<file path="src/rtl/gray_seq_pkg.sv">
// gray_seq_pkg: shared FSM state, run-mode and direction encodings for the Gray sequencer
package gray_seq_pkg;
  localparam logic [1:0] ST_IDLE = 2'd0;
  localparam logic [1:0] ST_RUN  = 2'd1;
  localparam logic [1:0] ST_DONE = 2'd2;
  localparam logic MODE_ONESHOT = 1'b0;
  localparam logic MODE_FREE    = 1'b1;
  localparam logic DIR_UP   = 1'b0;
  localparam logic DIR_DOWN = 1'b1;
endpackage

</file>
<file path="src/rtl/gray_seq_ctrl_if.sv">
// gray_seq_ctrl_if: command/status bundle between a command source and the Gray sequencer
// master (command source) drives: start, mode, dir, len, pause, stop, clr
// slave  (sequencer)      drives: gray, busy, done, wrap
interface gray_seq_ctrl_if #(parameter int N = 4) ();
  logic         start;
  logic         mode;
  logic         dir;
  logic [N-1:0] len;
  logic         pause;
  logic         stop;
  logic         clr;
  logic [N-1:0] gray;
  logic         busy;
  logic         done;
  logic         wrap;
  modport master (output start, mode, dir, len, pause, stop, clr, input gray, busy, done, wrap);
  modport slave  (input start, mode, dir, len, pause, stop, clr, output gray, busy, done, wrap);
endinterface

</file>
<file path="src/rtl/gray_step_core.sv">
// gray_step_core: N-bit binary counter with +/-1 step, clear, registered Gray output and wrap pulse
// ports: clk, reset_n (async active-low), en_i (step), dir_i (1 = down), clr_i (zero count),
//        gray_o (registered Gray code), wrap_o (pulse after a step crossing max<->0)
module gray_step_core import gray_seq_pkg::*; #(
  parameter int N = 4
) (
  input  logic         clk,
  input  logic         reset_n,
  input  logic         en_i,
  input  logic         dir_i,
  input  logic         clr_i,
  output logic [N-1:0] gray_o,
  output logic         wrap_o
);
  logic [N-1:0] bin_q, bin_d, gray_q;
  logic         wrap_q, wrap_d;
  always_comb begin
    bin_d  = clr_i ? '0 : en_i ? (dir_i == DIR_DOWN ? bin_q - 1'b1 : bin_q + 1'b1) : bin_q;
    wrap_d = en_i && !clr_i && (dir_i == DIR_DOWN ? bin_q == '0 : &bin_q);
  end
  // Gray is computed from the next binary value so a step shows on gray at the same edge.
  always_ff @(posedge clk or negedge reset_n) begin
    if (!reset_n) begin
      bin_q  <= '0;
      gray_q <= '0;
      wrap_q <= 1'b0;
    end else begin
      bin_q  <= bin_d;
      gray_q <= bin_d ^ (bin_d >> 1);
      wrap_q <= wrap_d;
    end
  end
  assign gray_o = gray_q;
  assign wrap_o = wrap_q;
endmodule

</file>
<file path="src/rtl/gray_seq_ctrl.sv">
// gray_seq_ctrl: IDLE/RUN/DONE sequencer stepping a Gray counter in one-shot or free-run mode
// ports: clk, reset_n (async active-low), bus (slave side of gray_seq_ctrl_if: commands in,
//        gray/busy/done/wrap status out)
module gray_seq_ctrl import gray_seq_pkg::*; #(
  parameter int N = 4
) (
  input  logic          clk,
  input  logic          reset_n,
  gray_seq_ctrl_if.slave bus
);
  logic [1:0]   state_q, state_d;
  logic         mode_q, mode_d, dir_q, dir_d, step;
  logic [N-1:0] len_q, len_d, cnt_q, cnt_d;
  // RUN priority: stop > pause > step; a one-shot finishes on the step reaching len.
  always_comb begin
    state_d = state_q;
    mode_d  = mode_q;
    dir_d   = dir_q;
    len_d   = len_q;
    cnt_d   = cnt_q;
    step    = 1'b0;
    case (state_q)
      ST_IDLE: if (bus.start) begin
        mode_d  = bus.mode;
        dir_d   = bus.dir;
        len_d   = bus.len;
        cnt_d   = '0;
        state_d = (bus.mode == MODE_FREE || bus.len != '0) ? ST_RUN : ST_DONE;
      end
      ST_RUN: if (bus.stop) state_d = ST_IDLE;
      else if (!bus.pause) begin
        step  = 1'b1;
        cnt_d = cnt_q + 1'b1;
        if (mode_q == MODE_ONESHOT && cnt_d == len_q) state_d = ST_DONE;
      end
      default: state_d = ST_IDLE;
    endcase
  end
  always_ff @(posedge clk or negedge reset_n) begin
    if (!reset_n) begin
      state_q <= ST_IDLE;
      mode_q  <= MODE_ONESHOT;
      dir_q   <= DIR_UP;
      len_q   <= '0;
      cnt_q   <= '0;
    end else begin
      state_q <= state_d;
      mode_q  <= mode_d;
      dir_q   <= dir_d;
      len_q   <= len_d;
      cnt_q   <= cnt_d;
    end
  end
  gray_step_core #(.N(N)) u_core (
    .clk    (clk),
    .reset_n(reset_n),
    .en_i   (step),
    .dir_i  (dir_q),
    .clr_i  (state_q == ST_IDLE && bus.clr),
    .gray_o (bus.gray),
    .wrap_o (bus.wrap)
  );
  assign bus.busy = state_q == ST_RUN;
  assign bus.done = state_q == ST_DONE;
endmodule

</file>
<file path="src/flat_wrapper.sv">
// flat-port wrapper written by rule: the top's interface ports become plain ports
module gray_seq_ctrl_flat import gray_seq_pkg::*;
#(
  parameter int N = 4
)
  (clk, reset_n, bus_start, bus_mode, bus_dir, bus_len, bus_pause, bus_stop, bus_clr, bus_gray, bus_busy, bus_done, bus_wrap);
  gray_seq_ctrl_if #(.N(N)) bus_i ();
  input  logic clk;
  input  logic reset_n;
  input wire logic [$bits(bus_i.start)-1:0] bus_start;
  input wire logic [$bits(bus_i.mode)-1:0] bus_mode;
  input wire logic [$bits(bus_i.dir)-1:0] bus_dir;
  input wire logic [$bits(bus_i.len)-1:0] bus_len;
  input wire logic [$bits(bus_i.pause)-1:0] bus_pause;
  input wire logic [$bits(bus_i.stop)-1:0] bus_stop;
  input wire logic [$bits(bus_i.clr)-1:0] bus_clr;
  output wire logic [$bits(bus_i.gray)-1:0] bus_gray;
  output wire logic [$bits(bus_i.busy)-1:0] bus_busy;
  output wire logic [$bits(bus_i.done)-1:0] bus_done;
  output wire logic [$bits(bus_i.wrap)-1:0] bus_wrap;
  assign bus_i.start = bus_start;
  assign bus_i.mode = bus_mode;
  assign bus_i.dir = bus_dir;
  assign bus_i.len = bus_len;
  assign bus_i.pause = bus_pause;
  assign bus_i.stop = bus_stop;
  assign bus_i.clr = bus_clr;
  assign bus_gray = bus_i.gray;
  assign bus_busy = bus_i.busy;
  assign bus_done = bus_i.done;
  assign bus_wrap = bus_i.wrap;
  gray_seq_ctrl #(.N(N)) u_core (.clk(clk), .reset_n(reset_n), .bus(bus_i));
endmodule
</file>
<file path="config.mk">
export PLATFORM = sky130hd
export DESIGN_NAME = gray_seq_ctrl_flat
export DESIGN_NICKNAME = d
export VERILOG_FILES = /design/src/rtl/gray_seq_pkg.sv /design/src/rtl/gray_seq_ctrl_if.sv /design/src/rtl/gray_step_core.sv /design/src/rtl/gray_seq_ctrl.sv /design/src/flat_wrapper.sv
export SDC_FILE = /design/constraint.sdc
export NUM_CORES = 1
export LEC_CHECK = 0
export ABC_AREA = 1
export BUFFER_PORTS_ARGS = -buffer_cell sky130_fd_sc_hd__buf_2
export CORE_MARGIN = 5
export CORE_UTILIZATION = 54
export CTS_CLUSTER_DIAMETER = 50
export DETAILED_ROUTE_END_ITERATION = 6
export GPL_ROUTABILITY_DRIVEN = 0
export PLACE_DENSITY = 0.77
export SLEW_MARGIN = 20
export SYNTH_ARGS = -nofsm -noshare
export SYNTH_HDL_FRONTEND = slang
export SYNTH_SLANG_ARGS = --single-unit
</file>
<file path="constraint.sdc">
create_clock -name clk -period 2 [get_ports clk]
set_clock_uncertainty 0.05 [all_clocks]
set_input_delay 0.4 -clock clk [delete_from_list [all_inputs] [get_ports clk]]
set_output_delay 0.4 -clock clk [all_outputs]
set_load 0.01 [all_outputs]
</file>
==> impl_metrics.tcl <==
set metrics [dict create \
    htree_levels 1 \
    cts_tree "done" \
    areaGrowthSynthToFinish_pct 13.1 \
    drc 0 \
    clk_latency_ns 0.30 \
    place_ws_ns 0.309 \
    rows 16 \
    layout-drive-gt1-share_pct 19.8 \
    met2_length_um 1110 \
    ys_ff_latch 20 \
    finalHoldViolCount 0 \
    ant_nets 0 \
    wl_um 2230 \
    initial_core_util_pct 57.1 \
    die_area_um2 3090 \
    fin_nets 179 \
    dr.pass1.iters 4 \
    sequentialPowerShare_pct 39.4 \
    ios 19 \
    nFillCells 195 \
    hold_class "in -> reg" \
    switching_power_w 0.000763 \
    die_w_um 55.6 \
    critPathArrivalTime_ns 1.92 \
    peakVddDrop_mv 0.865 \
    synthArstFlopShare_pct 100 \
    final_cell_area_um2 1270 \
    post-dp-hpwl_um 1770 \
    coreArea_um2 1960 \
    cts-resized-gates 0 \
    p_clk_share_pct 13.2 \
    tightestPinTransition_ns 0.446 \
    die_h_um 55.6 \
    synth_fp_nets 158 \
    grt_pass1_wl_um 4080 \
    path_class "reg -> reg" \
    maxSlewHeadroom_pct 70.2 \
    ys_seq_area_share_pct 44.6 \
    cts_root_buf "clkbuf_4" \
    syn_inst 142 \
    synth_edf_count 0 \
    worstPathRequired_ns 2.19 \
    p_sw_share_pct 43.3 \
    avgRoutedWirePerCell_um 11.8 \
    via_per_inst 5.09 \
    clock.fmax_ghz 0.577 \
    grt_max_degree 21 \
    outcome "finished clean" \
    rsz0062_at_grt "no" \
    period_needed_ns 1.73 \
    p_leak_nw 0.703 \
    synth_cell_types 29 \
    p_comb_share_pct 47.4 \
    synth_ff_type "dfrtp_1" \
    post-route-period-util_pct 86.6 \
    power.density_nw_per_um2 1390 \
    syn_avg_cell_area_um2 7.89 \
    antenna_found_initial 0 \
    worst_setup_path_end_kind "flip-flop" \
    portBuffers 18 \
    drtIter0Drc 23 \
    netlist_area_um2 1120 \
    grt_pass1_vias 973 \
    num_vias 962 \
    cts_buffers 3 \
    grt_use_total_pct 16.3 \
    cts_sinks 20 \
    route.layer.met1.wl_um 954 \
    utilization_pct 64.6 \
    wl_met3_um 144 \
    crit_fanout 4 \
    top_layer "met4" \
    multi_input_area_um2 508 \
    cts_buffer_depth 2 \
    setup_slack_ns 0.267 \
    gr-total-overflow 0 \
    p_int_w 0.000999 \
    setup_violations 0 \
    synth_warnings 0 \
    dpl_cell_area_um2 1220 \
    cp-start-kind "flip-flop" \
    maxCapViolCount 0 \
    antenna_cells 0 \
    slew_violations 0 \
    tns_ns 0 \
    clkTransAtPathRegs_ns 0.12 \
    seq_area_um2 500 \
]
## through the flow
stage,hold WS (ns),instances,total power [W]
floorplan,0.0544,142,0.00133
detailed placement,0.324,184,0.00154
CTS,0.292,189,0.00178
finish,0.288,189,0.00176
global placement,0.325,184,0.00148
global route,0.284,189,0.00194
## worst paths after layout
kind | slack, ns | cells past startpoint | to | startpoint
max in group asynchronous | 1.06 | 2 | u_core.len_q[3]$_DFFE_PN0P_ | reset_n
min in group asynchronous | 0.51 | 2 | u_core.cnt_q[0]$_DFFE_PN0P_ | reset_n
worst max register to register | 0.27 | 8 | u_core.u_core.gray_o[1]$_DFF_PN0_ | u_core.u_core.bin_q[0]$_DFF_PN0_
worst min register to register | 0.47 | 2 | u_core.len_q[2]$_DFFE_PN0P_ | u_core.len_q[2]$_DFFE_PN0P_
worst min-delay path | 0.29 | 2 | u_core.len_q[0]$_DFFE_PN0P_ | bus_len[0]
worst max-delay path | 0.27 | 8 | u_core.u_core.gray_o[1]$_DFF_PN0_ | u_core.u_core.bin_q[0]$_DFF_PN0_
## synthesized netlist by cell type (all sizes together) (2+ instances only)
cell | number | area [um2]
nand2 | 41 | 156
inv | 21 | 78.8
dfrtp | 20 | 500
nand3 | 13 | 75.1
nor2 | 11 | 48.8
o21ai | 10 | 53.8
a21oi | 3 | 15.0
buf | 3 | 23.8
ha | 3 | 37.5
clkinv | 2 | 10.0
nand3b | 2 | 15.0
nand4 | 2 | 12.5
nor3 | 2 | 10.0
xor2 | 2 | 17.5
## cells by family (layout without fill, tap and decap cells)
family,Yosys count,count (layout),synth area share (%)
compound gates,17,17,8.71
simple gates,72,72,28.9
fa+ha+maj,4,4,5.13
xor+xnor,2,2,1.56
mux,1,1,1.00
flops,20,20,44.6
buf+inv,26,46,10.0
## cell usage in the layout (no fill, tap or decap)
cell type,Yosys,final
nor2_4,1,1
nor2_1,10,10
o22ai_1,1,1
fa_1,1,1
or2_2,1,1
nand2_2,1,1
dlygate4sd3_1,0,1
a31oi_1,1,1
dfrtp_1,20,20
nand3b_1,2,2
nand3_2,2,2
nand3_1,11,11
ha_1,3,3
xor2_1,2,2
nand2_1,40,40
clkbuf_4,0,3
buf_2,1,18
clkinv_2,2,2
nand4_1,2,2
o21ai_0,8,8
clkbuf_8,0,1
nor3_1,2,2
o21ai_2,1,1
a41oi_1,1,1
a21boi_1,1,1
o21ai_1,1,1
inv_1,20,20
mux2_2,1,1
a21oi_1,3,3
inv_2,1,1
## per-layer routing
layer / track usage [%] / vias up
met5: 0 / -
met2: 29.7 / 24
met1: 19.2 / 440
met3: 4.20 / 4
met4: 3.13 / 0
li1: - / 494
## repair_timing
item / CTS / global route
endpoints found under the hold margin: 11 / 0
buffers inserted: 0 / 0
hold buffers: 1 / 0
## sequential cells by signal, summed over array words and instances (netlist names)
| register | cells |
|---|---|
| u_core.u_core.wrap_o | 1 |
| u_core.cnt_q | 4 |
| u_core.u_core.gray_o | 3 |
| u_core.u_core.bin_q | 4 |
| u_core.dir_q | 1 |
| u_core.state_q | 2 |
| u_core.mode_q | 1 |
| u_core.len_q | 4 |
## final cells by class
type | count | share of cell area [%]
multi-input combinational | 96 | 40.1
sequential | 20 | 39.5
timing repair buffer | 19 | 7.90
inverter | 23 | 7.01
clock buffer | 4 | 2.86
tap | 27 | 2.67
## power groups by stage
stage	Sequential, W	Combinational [W]	Clock [W]
2_1_floorplan	0.000679	0.000652	0
4_1_cts	0.000695	0.000846	0.000236
3_3_place_gp	0.000686	0.000799	0
6_report	0.000694	0.000835	0.000233
5_1_grt	0.000721	0.000960	0.000259
3_5_place_dp	0.000703	0.000839	0
## worst max-delay path: stages, from the launching register on
cell and delay, ns:
dfrtp_1 0.42, inv_1 0.10, fa_1 0.44, xor2_1 0.16
o21ai_1 0.17, nand2_1 0.11, inv_1 0.09, nand2_1 0.06
nand2_1 0.06
Note: power is estimated with default switching activity, not from simulation.
